[src/rtl/sipo_pkg.sv]
// Shared constants for the serial-to-parallel word assembler: FSM encoding and default word width.
package sipo_pkg;
    localparam int SIPO_WIDTH = 8;

    localparam logic [0:0] ST_IDLE  = 1'b0;
    localparam logic [0:0] ST_SHIFT = 1'b1;
endpackage

[src/rtl/sipo_ctrl_if.sv]
// Serial input / parallel output bundle; master drives the serial side and consumes the word, slave is the assembler.
interface sipo_ctrl_if
    import sipo_pkg::*;
#(
    parameter int WIDTH = SIPO_WIDTH
);
    logic             serial_in;
    logic             serial_valid;
    logic             sof;
    logic             out_ready;
    logic [WIDTH-1:0] parallel_out;
    logic             out_valid;
    logic             busy;
    logic             overrun;
    logic             frame_err;

    modport master (
        output serial_in, serial_valid, sof, out_ready,
        input  parallel_out, out_valid, busy, overrun, frame_err
    );

    modport slave (
        input  serial_in, serial_valid, sof, out_ready,
        output parallel_out, out_valid, busy, overrun, frame_err
    );
endinterface

[src/rtl/sipo_shift_core.sv]
// Shift register plus bit counter; load restarts a frame with bit_in as bit 1, shift appends one bit.
// Zero latency: last is asserted combinationally in the cycle the WIDTH-th bit is shifted; no backpressure.
module sipo_shift_core #(
    parameter int WIDTH     = 8,
    parameter bit MSB_FIRST = 1'b1
) (
    input  logic             clk,
    input  logic             rst_n,
    input  logic             load,
    input  logic             shift,
    input  logic             bit_in,
    output logic [WIDTH-1:0] sreg,
    output logic             last
);
    localparam int CW = $clog2(WIDTH + 1);

    logic [CW-1:0] cnt;

    assign last = shift && (cnt == CW'(WIDTH - 1));

    always_ff @(posedge clk or negedge rst_n) begin
        if (!rst_n) begin
            sreg <= '0;
            cnt  <= '0;
        end else if (load) begin
            sreg <= MSB_FIRST ? {{(WIDTH-1){1'b0}}, bit_in} : {bit_in, {(WIDTH-1){1'b0}}};
            cnt  <= CW'(1);
        end else if (shift) begin
            sreg <= MSB_FIRST ? {sreg[WIDTH-2:0], bit_in} : {bit_in, sreg[WIDTH-1:1]};
            cnt  <= last ? '0 : cnt + CW'(1);
        end
    end
endmodule

[src/rtl/sipo_ctrl.sv]
// Frame FSM, one-word holding register and out_valid/out_ready handshake around sipo_shift_core.
// Word appears one cycle after the edge taking its last bit; a word completing into a stalled full holding register is dropped (overrun).
module sipo_ctrl
    import sipo_pkg::*;
#(
    parameter int WIDTH     = SIPO_WIDTH,
    parameter bit MSB_FIRST = 1'b1
) (
    input  logic        clk,
    input  logic        rst_n,
    sipo_ctrl_if.slave  bus
);
    if (WIDTH < 2) begin : g_bad_width
        $error("sipo_ctrl: WIDTH must be at least 2");
    end

    logic [0:0]       state;
    logic             pend;
    logic [WIDTH-1:0] sreg;
    logic             last;
    logic [WIDTH-1:0] hold_q;
    logic             hold_vld;
    logic             overrun_q;
    logic             frame_err_q;
    logic             start;
    logic             shift;

    // A sof bit always starts a frame, in IDLE or as an abort in SHIFT.
    assign start = bus.serial_valid && bus.sof;
    assign shift = bus.serial_valid && !bus.sof && (state == ST_SHIFT);

    sipo_shift_core #(
        .WIDTH     (WIDTH),
        .MSB_FIRST (MSB_FIRST)
    ) u_core (
        .clk    (clk),
        .rst_n  (rst_n),
        .load   (start),
        .shift  (shift),
        .bit_in (bus.serial_in),
        .sreg   (sreg),
        .last   (last)
    );

    always_ff @(posedge clk or negedge rst_n) begin
        if (!rst_n) begin
            state       <= ST_IDLE;
            pend        <= 1'b0;
            hold_q      <= '0;
            hold_vld    <= 1'b0;
            overrun_q   <= 1'b0;
            frame_err_q <= 1'b0;
        end else begin
            frame_err_q <= start && (state == ST_SHIFT);
            overrun_q   <= 1'b0;
            pend        <= last;

            if (start) begin
                state <= ST_SHIFT;
            end else if (last) begin
                state <= ST_IDLE;
            end

            // sreg still holds the completed word during the pend cycle even if a new frame starts.
            if (pend) begin
                if (!hold_vld || bus.out_ready) begin
                    hold_q   <= sreg;
                    hold_vld <= 1'b1;
                end else begin
                    overrun_q <= 1'b1;
                end
            end else if (hold_vld && bus.out_ready) begin
                hold_vld <= 1'b0;
            end
        end
    end

    assign bus.parallel_out = hold_q;
    assign bus.out_valid    = hold_vld;
    assign bus.busy         = (state == ST_SHIFT);
    assign bus.overrun      = overrun_q;
    assign bus.frame_err    = frame_err_q;
endmodule

[src/flat_wrapper.sv]
// flat-port wrapper written by rule: the top's interface ports become plain ports
module sipo_ctrl_flat import sipo_pkg::*;
#(
    parameter int WIDTH     = SIPO_WIDTH,
    parameter bit MSB_FIRST = 1'b1
)
  (clk, rst_n, bus_serial_in, bus_serial_valid, bus_sof, bus_out_ready, bus_parallel_out, bus_out_valid, bus_busy, bus_overrun, bus_frame_err);
  sipo_ctrl_if #(.WIDTH(WIDTH)) bus_i ();
  input  logic clk;
  input  logic rst_n;
  input wire logic [$bits(bus_i.serial_in)-1:0] bus_serial_in;
  input wire logic [$bits(bus_i.serial_valid)-1:0] bus_serial_valid;
  input wire logic [$bits(bus_i.sof)-1:0] bus_sof;
  input wire logic [$bits(bus_i.out_ready)-1:0] bus_out_ready;
  output wire logic [$bits(bus_i.parallel_out)-1:0] bus_parallel_out;
  output wire logic [$bits(bus_i.out_valid)-1:0] bus_out_valid;
  output wire logic [$bits(bus_i.busy)-1:0] bus_busy;
  output wire logic [$bits(bus_i.overrun)-1:0] bus_overrun;
  output wire logic [$bits(bus_i.frame_err)-1:0] bus_frame_err;
  assign bus_i.serial_in = bus_serial_in;
  assign bus_i.serial_valid = bus_serial_valid;
  assign bus_i.sof = bus_sof;
  assign bus_i.out_ready = bus_out_ready;
  assign bus_parallel_out = bus_i.parallel_out;
  assign bus_out_valid = bus_i.out_valid;
  assign bus_busy = bus_i.busy;
  assign bus_overrun = bus_i.overrun;
  assign bus_frame_err = bus_i.frame_err;
  sipo_ctrl #(.WIDTH(WIDTH), .MSB_FIRST(MSB_FIRST)) u_core (.clk(clk), .rst_n(rst_n), .bus(bus_i));
endmodule
[config.mk]
export PLATFORM = sky130hd
export DESIGN_NAME = sipo_ctrl_flat
export DESIGN_NICKNAME = d
export VERILOG_FILES = /design/src/rtl/sipo_pkg.sv /design/src/rtl/sipo_ctrl_if.sv /design/src/rtl/sipo_shift_core.sv /design/src/rtl/sipo_ctrl.sv /design/src/flat_wrapper.sv
export SDC_FILE = /design/constraint.sdc
export NUM_CORES = 1
export LEC_CHECK = 0
export ABC_AREA = 1
export CORE_MARGIN = 3
export CORE_UTILIZATION = 46
export DETAILED_ROUTE_END_ITERATION = 10
export PLACE_DENSITY = 0.73
export SLEW_MARGIN = 10
export SYNTH_ARGS = -nofsm -noshare
export SYNTH_HDL_FRONTEND = slang
export SYNTH_HIERARCHICAL = 1
export SYNTH_SLANG_ARGS = --single-unit
[constraint.sdc]
create_clock -name clk -period 1.5 [get_ports clk]
set_clock_uncertainty 0.2 [all_clocks]
set_input_delay 0.3 -clock clk [delete_from_list [all_inputs] [get_ports clk]]
set_output_delay 0.3 -clock clk [all_outputs]
set_load 0.02 [all_outputs]
Word-level counts from Yosys, hierarchy flattened:

Cells that the tools add are included.

* equality and inequality tests: 2
* bitwise gates (word level): 0
* reductions and logical operators: 14
* multiply operators: 0
* add/sub/neg operators: 1
* multiplexer cells: 12
* shift-type cells: 0
* div/mod/pow operators: 0
* order comparisons: 0

Operators by type and width (count)
* 8-bit 2-to-1 mux: 2
* 4-bit 2-to-1 mux: 3
* 1-bit 2-to-1 mux: 7
* 1-bit logical AND: 6
* 2-bit nonzero test: 3
* 4-bit by 1-bit adder with 4-bit output, second input constant: 1
* 4-bit by 3-bit equality test with 1-bit output, second input constant: 1
* 2-bit AND reduction: 2
* 1-bit logical NOT: 2
* 2-bit != test, second input constant: 1
* 1-bit logical OR: 1

* bits in registers: 25
* latch bits: 0
* bits in writable memories: 0
* output and inout bits: 12
* memories kept: 0
* logic and storage cells: 37
* ROM bits: 0
* bits of input ports: 6

Logic depth before layout (Yosys ltp):

Gate-level depths: netlist (run 1).

* depth after elaboration: 7
* mapped depth: 7
* mapped depth without buffers: 7

Cells and area by module:

The synthesis (run 1) kept the hierarchy.

Modules (own cells, without submodules)
* sipo_ctrl: times used 1, cells an instance 52, area each 561.8 um2, sequential area each 325.3 um2
* sipo_shift_core: times used 1, cells an instance 57, area each 511.7 um2, sequential area each 300.3 um2

Least setup slack after synthesis (run 1):

Ideal clock, no wire load.

* path type: reg2reg
* start: register u_core.state, in the netlist u_core/bus.busy
* end: register u_core.u_core.cnt[3]
* library setup time: 0.116 ns
* slack: -0.024 ns
* cell stages (with the launch flop): 8
* data required time: 1.184 ns
* buffers on the path: 0
* clock period less this slack: 1.524 ns
* data arrival time: 1.208 ns
* path through: dfrtp_1 > nand2_1 > nor2_1 > nand2_1 > nor2_2 > nor2_1 > nand2_1 > nand2_1

* cells in the longest elaborated chain, start to end: 5
* elaborated cells between the ends (all ways): 6
* those cells by class: mux (3); reduce/logical (3)

RTL lines
* from (decl): RTL line sipo_ctrl.sv:17 `logic [0:0] state;`
* from (signal assigned): RTL line sipo_ctrl.sv:47 `state <= ST_IDLE;`
* from (signal assigned): RTL line sipo_ctrl.sv:59 `state <= ST_SHIFT;`
* from (signal assigned): RTL line sipo_ctrl.sv:61 `state <= ST_IDLE;`
* 1-bit logical AND: RTL line sipo_ctrl.sv:30 `assign shift = bus.serial_valid && !bus.sof && (state == ST_SHIFT);`
* net u_core.shift: RTL line sipo_ctrl.sv:26 `logic shift;`
* 1-bit logical AND: RTL line sipo_shift_core.sv:19 `assign last = shift && (cnt == CW'(WIDTH - 1));`
* net u_core.last: RTL line sipo_ctrl.sv:20 `logic last;`
* 4-bit 2-to-1 mux: RTL line sipo_shift_core.sv:30 `cnt <= last ? '0 : cnt + CW'(1);`
* 4-bit 2-to-1 mux: RTL line sipo_shift_core.sv:28 `end else if (shift) begin`
* 4-bit 2-to-1 mux: RTL line sipo_shift_core.sv:25 `end else if (load) begin`
* to (signal assigned): RTL line sipo_shift_core.sv:30
* to (decl): RTL line sipo_shift_core.sv:17 `logic [CW-1:0] cnt;`

The timed path passes the listed nets, and every way through them passes these cells. The select of a mux whose other input is x is not followed.
A chain may end at the register's enable or synchronous reset.

Worst setup path after layout (run 1):

* start: register u_core.hold_q[3], in the netlist u_core/bus.parallel_out[3]
* end: output port bus_parallel_out[3]

RTL lines
* from (decl): RTL line sipo_ctrl.sv:21 `logic [WIDTH-1:0] hold_q;`
* from (signal assigned): RTL line sipo_ctrl.sv:67 `hold_q <= sreg;`
* to (decl): RTL line flat_wrapper.sv:15 `output wire logic [$bits(bus_i.parallel_out)-1:0] bus_parallel_out;`

No word-level cell between the ends.

==> results of run 1 <==
cell usage after synthesis:
master / instances
nand2_1: 33
dfrtp_1: 25
inv_1: 12
nand3_2: 8
nor2_1: 5
o22ai_1: 5
nand3_1: 3
o21ai_1: 3
a21oi_1: 2
inv_2: 2
nand2_4: 2
nor2_2: 2
o21ai_0: 2
buf_12: 1
buf_6: 1
ha_1: 1
nand4_1: 1
or2_0: 1
layer usage:
metal / track usage (%) / vias to the layer above
met5: 0 / -
li1: - / 401
met3: 2.725 / 4
met4: 6.639 / 0
met1: 15.94 / 374
met2: 25.90 / 17
flip-flops by register name (all words and copies together), names as in the netlist:
signal,flops
u_core/u_core/cnt,4
u_core/u_core/sreg,8
u_core/bus.out_valid,1
u_core/bus.parallel_out,8
u_core/bus.busy,1
u_core/bus.overrun,1
u_core/pend,1
u_core/bus.frame_err,1
area by class of cell:
cell class / instances / share of cell area [%]
sequential: 25 / 46.60
timing repair buffer: 25 / 17.24
tap: 27 / 2.516
multi-input combinational: 68 / 27.68
clock inverter: 1 / 0.3728
clock buffer: 3 / 1.678
inverter: 14 / 3.914
kinds of logic (layout without fill, tap and decap cells):
logic type,Yosys count,count (layout),synth area share (%)
buffers and inverters,16,43,7.809
AND/OR/NAND/NOR,55,55,26.57
AO/OA/AOI/OAI,12,12,6.177
flip-flops,25,25,58.28
adder cells (fa/ha/maj),1,1,1.165
power breakdown:
| group | switching [mW] | total, mW | internal (mW) |
|---|---|---|---|
| Clock | 0.187 | 0.286 | 0.0994 |
| Sequential | 0.0290 | 0.737 | 0.708 |
| Combinational | 0.0872 | 0.150 | 0.0623 |
| Total | 0.303 | 1.17 | 0.870 |
how the worst min path moves through the flow:
| stage | from | end | slack, ns | cells after the start |
|---|---|---|---|---|
| after CTS | rst_n | u_core/bus.parallel_out[3] | 0.12 | 2 |
| after detailed placement | u_core/bus.parallel_out[2] | u_core/bus.parallel_out[2] | 0.26 | 2 |
| after global routing | rst_n | u_core/bus.parallel_out[7] | 0.12 | 2 |
| final | rst_n | u_core/bus.parallel_out[3] | 0.11 | 2 |
| after floorplan | rst_n | u_core/bus.busy | -0.20 | 0 |
| after global placement | u_core/bus.parallel_out[4] | u_core/bus.parallel_out[4] | 0.25 | 2 |
repair_timing:
action,in CTS,in global routing
setup buffers,0,0
gates resized for setup,29,8
setup endpoints to repair,12,18
==> metrics.yaml, run 1 <==
power:
  power.total_mw: 1.172
  total_leakage_power_nw: 0.6780
  vdd_drop_max_mv: 0.5495
  powerDensity_nw_per_um2: 873.3
sta:
  fmax_mhz: 679.4
  fin_setup_tns_ns: 0
  holdWs_ns: 0.1131
  max_slew_margin_pct: 82.83
  rsz0062_at_grt: "yes"
  setup_slack_ns: 0.02801
  tightest_slew_ns: 0.2573
  final_max_slew_viol_count: 0
  hold_violations: 0
  fin_crit_sh_pct: 98.13
  period_minus_slack_ns: 1.472
  setup_viol: 0
critical_path:
  path_cells: "clkdlybuf4s15_2"
  crit_end: "bus_parallel_out[3]"
  r2r_slack_ns: 0.05
  path_buf_inv: 1
  end_kind: "primary output"
  cpPeakStageDelay_ns: 0.41
  cp-startpoint: "u_core/bus.parallel_out[3]"
  worst-setup-path-type: "flop to primary output"
  cp_data_arrival_time_ns: 0.97
  slowest_stage: "dfrtp_1"
  cp-start-kind: "flop"
  r2r_start: "u_core/bus.busy"
  critPathTopFamily: "flip-flops"
  cp.required_ns: 1.00
  reg2reg_to: "u_core/u_core/sreg[1]"
  worstPathMaxFanout: 2
  critical_path_depth: 1
  rr_worst_depth: 6
detailed_routing:
  dr.first_iter.drc_count: 11
  vias: 796
  drcViolationCount: 0
  met3_length_um: 99
  ant_nets: 0
  drt_first_pass_iters: 4
  wl_met1_um: 772
  top_layer_used: "met4"
  routedWlPerCell_um: 11.45
  routed_via_density: 4.883
  wirelength_um: 1866
  met2_length_um: 956
global_routing:
  grt_pass1_vias: 763
  grt_usage_pct: 14.29
  grt_max_degree: 26
  overflow: 0
  grt_pass1_wl_um: 3063
  antenna_found_initial: 0
clock_network:
  clock_sink_count: 25
  htreeDepth: 1
  cts_buffers: 3
  cts_tree: "yes"
  hold_buffers: 0
  path_clk_slew_ns: 0.14
  cts_max_path_buffers: 2
  cts_root_buffer: "clkbuf_4"
  clk_latency_ns: 0.31
finish:
  layout-drive-gt1-share_pct: 27.94
  postLayoutCellArea_um2: 1343
  num-fill-cells: 172
  final_cell_mix: "33 x nand2_1, 25 x dfrtp_1, 12 x inv_1, 8 x nand3_2, 6 x buf_4"
  area_growth_pct: 25.06
  fin_util_pct: 64.48
  fin_cells: 163
  final_common_cell: "nand2_1"
  insertedDiodeCount: 0
  nets: 144
  regArea_um2: 625.6
  multi_input_area_um2: 371.6
synthesis:
  yosysSeqAreaShare_pct: 58.28
  synth.distinct_cells: 18
  yosys.area.top_type: "dfrtp_1"
  syn_nets: 116
  synth.area.top_cells: "dfrtp_1 58%, nand2_1 12%, nand3_2 7.5%"
  yosys.area.top_type_share_pct: 58.28
  mappedNetlistArea_um2: 1074
  synth_warnings: 6
  synth_seq_cells: 25
  syn-mean-instance-area_um2: 9.849
  synthCells: 109
placement:
  pre_cts_slack_ns: -0.2812
  gp_congestion: 0.8197
  dp_hpwl_um: 1408
  io_buffers: 17
  dp_cells: 159
  placedInstanceArea_um2: 1334
floorplanning:
  initial_core_util_pct: 51.56
  pin_count: 18
  num_rows: 16
  die_w_um: 54.31
  dieArea_um2: 2950
  die_height_um: 54.31
  core_um2: 2082
run:
  maxCapViolations: 0
worst_hold_path:
  hold_path.class: "input pin to async pin"
status:
  status: "complete, no violations"
Note: power is estimated with default switching activity, not from simulation.
==> run 2: changes to the inputs <==
--- a/config.mk
+++ b/config.mk
@@ -8,6 +8,7 @@
 export ABC_AREA = 1
 export CORE_MARGIN = 3
 export CORE_UTILIZATION = 46
+export CTS_CLUSTER_SIZE = 20
 export DETAILED_ROUTE_END_ITERATION = 10
 export PLACE_DENSITY = 0.73
 export SLEW_MARGIN = 10
==> results of run 2 <==
Final layout, timing and power as in run 1 (identical DEF).
